**config.mk**
```make
export PLATFORM = sky130hd
export DESIGN_NAME = real_to_bin
export DESIGN_NICKNAME = d
export VERILOG_FILES = /design/src/rtl/real_to_bin.sv
export SDC_FILE = /design/constraint.sdc
export NUM_CORES = 1
export LEC_CHECK = 0
export ABC_AREA = 1
export BUFFER_PORTS_ARGS = -buffer_cell sky130_fd_sc_hd__buf_4
export CORE_MARGIN = 4
export CORE_UTILIZATION = 45
export CTS_CLUSTER_SIZE = 28
export DETAILED_ROUTE_END_ITERATION = 12
export MAX_ROUTING_LAYER = met4
export PLACE_DENSITY_LB_ADDON = 0.12
export SLEW_MARGIN = 15
export SYNTH_ARGS = -nofsm -noshare
export SYNTH_HDL_FRONTEND = slang
export SYNTH_SLANG_ARGS = --single-unit
export TNS_END_PERCENT = 30
```
**constraint.sdc**
```tcl
create_clock -name clk -period 1.8 [get_ports clk]
set_input_delay 0.36 -clock clk [delete_from_list [all_inputs] [get_ports clk]]
set_output_delay 0.36 -clock clk [all_outputs]
set_load 0.02 [all_outputs]
```
**src/rtl/real_to_bin.sv**
```systemverilog
// Sequential speed quantizer: signed real speed (mm/s) -> {direction, magnitude[1:0]}.
// Fixed-latency compare sequence; exact inverse encoder of bin_to_real.
module real_to_bin #(
  parameter int WIDTH  = 32,
  parameter int LEVEL1 = 100,
  parameter int LEVEL2 = 200,
  parameter int LEVEL3 = 300
) (
  input  logic             clk,
  input  logic             reset,
  input  logic [WIDTH-1:0] real_speed,
  input  logic             in_valid,
  output logic             in_ready,
  output logic [2:0]       bin_speed,
  output logic             direction,
  output logic             out_valid,
  input  logic             out_ready
);

  // Handshake: a transfer happens on a rising edge where valid and ready are
  // both high; the producer holds data stable while valid is high and unaccepted.

  typedef enum logic [1:0] {
    IDLE = 2'd0,
    ABS  = 2'd1,
    CMP  = 2'd2,
    HOLD = 2'd3
  } state_t;

  localparam logic [WIDTH:0] LVL1 = (WIDTH+1)'(LEVEL1);
  localparam logic [WIDTH:0] LVL2 = (WIDTH+1)'(LEVEL2);
  localparam logic [WIDTH:0] LVL3 = (WIDTH+1)'(LEVEL3);

  state_t           state, state_next;
  logic [WIDTH-1:0] speed_q;
  logic             sign_q;
  logic [WIDTH:0]   abs_q;
  logic [1:0]       step_q;
  logic [1:0]       mag_q;
  logic [2:0]       bin_q;

  logic [WIDTH:0]   speed_ext;
  logic [WIDTH:0]   level_sel;
  logic [1:0]       mag_cand;
  logic [1:0]       mag_next;
  logic             hit;

  // One extra bit so that negating the most negative value cannot overflow.
  assign speed_ext = {speed_q[WIDTH-1], speed_q};

  always_comb begin
    level_sel = LVL1;
    case (step_q)
      2'd0:    level_sel = LVL3;
      2'd1:    level_sel = LVL2;
      default: level_sel = LVL1;
    endcase
  end

  // Steps run from the highest level down; the first level reached fixes the code.
  assign hit      = (abs_q >= level_sel);
  assign mag_cand = 2'd3 - step_q;
  assign mag_next = ((mag_q == 2'd0) && hit) ? mag_cand : mag_q;

  always_comb begin
    state_next = state;
    case (state)
      IDLE: if (in_valid) state_next = ABS;
      ABS:  state_next = CMP;
      CMP:  if (step_q == 2'd2) state_next = HOLD;
      HOLD: if (out_ready) state_next = IDLE;
      default: state_next = IDLE;
    endcase
  end

  always_ff @(posedge clk) begin
    if (reset) begin
      state   <= IDLE;
      speed_q <= '0;
      sign_q  <= 1'b0;
      abs_q   <= '0;
      step_q  <= 2'd0;
      mag_q   <= 2'd0;
      bin_q   <= 3'b000;
    end else begin
      state <= state_next;
      case (state)
        IDLE: if (in_valid) speed_q <= real_speed;
        ABS: begin
          sign_q <= speed_q[WIDTH-1];
          abs_q  <= speed_q[WIDTH-1] ? (-speed_ext) : speed_ext;
          step_q <= 2'd0;
          mag_q  <= 2'd0;
        end
        CMP: begin
          mag_q  <= mag_next;
          step_q <= step_q + 2'd1;
          // Magnitude 0 never carries a direction: no negative-zero code.
          if (step_q == 2'd2)
            bin_q <= {sign_q & (mag_next != 2'd0), mag_next};
        end
        default: ;
      endcase
    end
  end

  assign in_ready  = (state == IDLE);
  assign out_valid = (state == HOLD);
  assign bin_speed = bin_q;
  assign direction = bin_q[2];

endmodule

```
### Word level (Yosys, flattened, before mapping)

Index checks and enable logic that the tools add are counted.

| word-level totals | value |
|---|---|
| flip-flop bits (word level) | 75 |
| output and inout bits | 6 |
| logic and storage cells | 38 |
| input bits | 36 |

| cells by class | value |
|---|---|
| order comparisons | 1 |
| bitwise logic cells | 1 |
| eq/ne operators | 8 |
| add/subtract/negate cells | 3 |
| muxes and demuxes | 9 |
| reduce and logical (&&, ||, !) cells | 9 |

Operator list:

| cell | number |
|---|---|
| greater-or-equal comparator 33 bit | 1 |
| two-way mux 33 bit | 1 |
| negator 33 bit | 1 |
| case mux 9 bit (2 select lines) | 1 |
| two-way mux 2 bit | 4 |
| case mux 2 bit (2 select lines) | 2 |
| case mux 2 bit (4 select lines) | 1 |
| equality test 2 bit, second input constant | 3 |
| zero test 2 bit | 3 |
| equality test 2 x 1 -> 1 bit, second input constant | 2 |
| inequality test 2 bit, second input constant | 2 |
| AND reduction 2 bit | 2 |
| nonzero test 2 bit | 2 |
| AND reduction 3 bit | 1 |
| adder 2 x 1 -> 2 bit, second input constant | 1 |
| inequality test 2 x 1 -> 1 bit, second input constant | 1 |
| subtractor 2 bit, first input constant | 1 |
| AND 1 bit | 1 |
| logical AND 1 bit | 1 |

### Longest topological paths before layout

| depth | value |
|---|---|
| depth in word-level cells | 7 |
| mapped depth | 14 |
| mapped depth without buffers | 14 |

### Worst setup path before layout

No wires, ideal clock.

| timing | value |
|---|---|
| path kind | reg-to-reg |
| start | register step_q[0] |
| end | register bin_q[2], in the netlist bin_speed[2] |
| stages on the path, launching flop included | 15 |
| period minus slack after synthesis | 1.851 ns |
| path slack | -0.051 ns |
| library setup time | 0.134 ns |
| required time | 1.666 ns |
| arrival | 1.717 ns |
| path through | dfxtp_1 inv_1 ha_1 inv_1 ha_1 nand2_1 inv_1 a21oi_1 nand3_1 nor2_1 nand2_1 a21oi_1 nand2_1 nand2_1 a21oi_1 |

| between the ends | value |
|---|---|
| cells in the longest elaborated chain, start to end | 7 |
| elaborated cells between the ends (all ways) | 11 |

RTL lines:

| what | line | text |
|---|---|---|
| start, declared | 38 | `logic [1:0] step_q;` |
| start signal, assigned | 97 | `step_q <= step_q + 2'd1;` |
| equality test 2 x 1 -> 1 bit or zero test 2 bit (tied branches) | 53 | `case (step_q)` |
| case mux 9 bit (2 select lines) | 53 |  |
| greater-or-equal comparator 33 bit | 61 | `assign hit = (abs_q >= level_sel);` |
| logical AND 1 bit | 63 | `assign mag_next = ((mag_q == 2'd0) && hit) ? mag_cand : mag_q;` |
| two-way mux 2 bit | 63 |  |
| nonzero test 2 bit | 100 | `bin_q <= {sign_q & (mag_next != 2'd0), mag_next};` |
| AND 1 bit | 100 |  |
| end signal, assigned | 100 |  |
| end, declared | 40 | `logic [2:0] bin_q;` |

Parallel ways exist; a longest one is shown, timed or not.
A chain may end at the register's enable or synchronous reset.

### Final worst setup path

| timing | value |
|---|---|
| start | register step_q[0] |
| end | register bin_q[1], in the netlist bin_speed[1] |

| between the ends | value |
|---|---|
| cells in the longest elaborated chain, start to end | 5 |
| elaborated cells between the ends (all ways) | 9 |

RTL lines:

| what | line |
|---|---|
| equality test 2 x 1 -> 1 bit or zero test 2 bit (tied branches) | 53 |
| case mux 9 bit (2 select lines) | 53 |
| greater-or-equal comparator 33 bit | 61 |
| logical AND 1 bit | 63 |
| two-way mux 2 bit | 63 |

Parallel ways exist; a longest one is shown, timed or not.

==> out/qor.csv <==
stage,metric,value,unit
grt,grt-ovfl-total,0,
power,switching_power,3.55,mW
power,p_clk_share,16.8,%
layout,area_growth,23.9,%
die,initial_core_util,46.4,%
job,cap_viol_max_count,0,
layout,antennaDiodeCount,0,
yosys,synthTopCellsByArea,"dfxtp_1 37%, nand2_1 8.7%, nor2_1 7.4%",
layout,final_cell_mix,"89 x nand2_1, 76 x nor2_1, 73 x dfxtp_1, 65 x inv_1, 56 x buf_4",
layout,post-route-util,57.5,%
grt,grt_pass1_vias,3557,
yosys,synth-main-ff-cell,dfxtp_1,
routing,wl,10100,um
yosys,synth_nets,634,
layout,layout-drive-gt1-share,22.4,%
cts,clkSlewWorstSetupHoldPaths,0.08,ns
critical_path,required,2.05,ns
grt,grt_pass1_wl,17000,um
routing,vias,3795,
sta,min_period_over_period,107,%
layout,n_fill_cell,861,
die,die_x,103,um
status,violations,setup timing,
yosys,synth_edf_count,0,
critical_path,cp_slowest_cell,dfxtp_4,
yosys,synth_cell_types,37,
sta,finalHoldViolCount,0,
critical_path,path_class,flip-flop to flip-flop,
yosys,netlist_area,0.00407,sq mm
cts,clk_root_buffer_cell,clkbuf_8,
sta,max_slew_margin,73.5,%
placement,place.gp.congestion,0.894,
die,pin_count,42,
power,p_int,4.49,mW
cts,clockBufferDepth,2,
placement,io_buffer_count,41,
critical_path,end_kind,flip-flop,
routing,ant_nets,0,
grt,grt_usage,21.0,%
grt,grt_start_max_net_pins,59,
sta,worst-slew-pin-transition,0.393,ns
yosys,synth_cells,583,
cts,cts_inserted_buffers,9,
cts,clock-sinks,75,
critical_path,crit_chain,inv_4 > ha_4 > inv_2 > ha_4 > nand2_4 > inv_2 > a21oi_2 > nand3_2 > nor2_2 > nand2_2 > a21oi_4 > nand2_1 > o211ai_1 > inv_1,
sta,final_max_slew_viol_count,0,
die,coreArea,0.00876,sq mm
die,die_y,103,um
critical_path,max_stage_delay,0.39,ns
layout,fin_nets,683,
yosys,yosys.area.top_type,dfxtp_1,
critical_path,cp-start-kind,flip-flop,
critical_path,path_max_fanout,3,
power,ir_drop,0.605,mV
placement,post-dp-hpwl,7450,um
power,total_leakage_power,2.25,nW
placement,numPlacedInstances,727,
min_path,hold_path_class,primary input to flip-flop,
yosys,postSynthAreaPerCell,6.97,sq um
die,dieArea,0.0106,sq mm
status,status,finished with violations,
cts,htree_levels,3,
sta,layout_setup_ws,-0.125,ns
yosys,ys_ff_latch,75,
sta,fin_tns_setup,-0.382,ns
power,seq_power_share,32.7,%
sta,rsz0062_at_grt,true,
critical_path,critPathTopFamily,simple AND/OR/NAND/NOR gates,
power,swShare,44.2,%
yosys,yosysWarnings,0,
routing,drt-vias-per-instance,5.09,
cts,clk_latency,0.35,ns
routing,wl_per_cell,13.6,um
routing,drt_pass1_iterations,4,
sta,fin_skew,0.00786,ns
critical_path,worstPathArrival,2.17,ns
yosys,synth_top_area_share,36.9,%
routing,drc,0,
die,rows,34,
critical_path,critical_path_buf_inv_count,4,
sta,max_freq,0.520,GHz
sta,fin_crit,1.92,ns
grt,antenna_found_initial,0,
layout,final_cells,745,
routing,drt-initial-drc-count,121,
power,power_density,1600,mW/mm^2
sta,finalSetupViolCount,4,
yosys,async_flop_share,0,%
cts,cts_tree,yes,
layout,final_common_cell,nand2_1,
yosys,synth_seq_area_share,36.9,%
power,comb_power_share,50.5,%
-- synth_stat cells, types with 4 or more instances --
| cell | number |
|---|---|
| nand2_1 | 94 |
| nor2_1 | 80 |
| dfxtp_1 | 75 |
| inv_1 | 70 |
| o21ai_0 | 56 |
| a21oi_1 | 53 |
| nand3_1 | 35 |
| clkbuf_1 | 17 |
| ha_1 | 15 |
| xor2_1 | 11 |
| nor3_1 | 8 |
| o221ai_1 | 8 |
| inv_2 | 7 |
| o211ai_1 | 6 |
| nand4_1 | 5 |
| buf_2 | 4 |
| nor2_2 | 4 |
| nor2_4 | 4 |
-- per-layer routing --
metal  track usage [%]  up-vias  wire length (um)
li1                  -     1999                 -
met1              28.2     1710              4780
met3              2.64       11               421
met4              6.37        0               138
met5                 -        -                 0
met2              33.0       75              4780
-- area by class of cell --
type / instances / area (sq um) / share of cell area, %
multi-input cells: 405 / 2370 / 47.1
repair buffers: 62 / 514 / 10.2
flip-flops and latches: 75 / 1510 / 29.9
clock inverters: 6 / 63.8 / 1.27
well taps: 108 / 135 / 2.68
clock buffers: 10 / 138 / 2.73
inverters: 79 / 308 / 6.11
-- power by group through the flow --
stage	Clock, mW	Combinational [mW]	Sequential, mW
2_1_floorplan	0	2.72	2.52
3_3_place_gp	0	3.66	2.62
3_5_place_dp	0	3.72	2.63
4_1_cts	1.38	3.84	2.61
5_1_grt	1.45	4.61	2.70
6_report	1.35	4.06	2.63
-- registers in the layout, indices dropped and copies added (netlist names) --
name and flops:
speed_q 32, mag_q 2, state 2, abs_q 33
sign_q 1, step_q 2, bin_speed 3
-- worst paths after layout --
kind	startpoint	to	slack [ns]	depth (start not counted)
worst max register to register	step_q[0]	bin_speed[1]	-0.12	14
worst min-delay path	real_speed[23]	speed_q[23]	0.26	3
worst min register to register	speed_q[1]	speed_q[1]	0.48	2
worst max-delay path	step_q[0]	bin_speed[1]	-0.12	14
-- per-stage QoR --
stage / total power, mW / setup slack [ns] / area (sq um) / hold slack [ns]
after floorplan: 5.25 / 0.0130 / 4120 / 0.429
after global placement: 6.28 / -0.0884 / 4640 / 0.460
after detailed placement: 6.34 / -0.133 / 4640 / 0.470
after CTS: 7.83 / -0.0615 / 4900 / 0.257
after global routing: 8.77 / -0.257 / 5030 / 0.283
final: 8.04 / -0.125 / 5030 / 0.264
-- repair_timing --
action	in CTS	in global routing
pin swaps	13	16
endpoints found under the setup margin	5	12
setup buffers	2	0
gates resized for setup	11	26
gates cloned	0	0
hold buffers	0	0
-- worst min-delay path, delay by kind of cell --
kind	cells	cell delay (ns)
AO/OA/AOI/OAI	1	0.07
AND/OR/NAND/NOR	1	0.08
buffers and inverters	1	0.07
-- cell families after synthesis --
kind of cell / after synthesis / share of synthesized area [%]
buffers and inverters: 103 / 9.73
DFF: 75 / 36.9
AOI/OAI and AO/OA: 133 / 18.3
adders and majority gates: 15 / 4.62
and+or+nand+nor: 246 / 28.0
xor gates and xnor gates: 11 / 2.37
(Power assumes the default switching activity.)
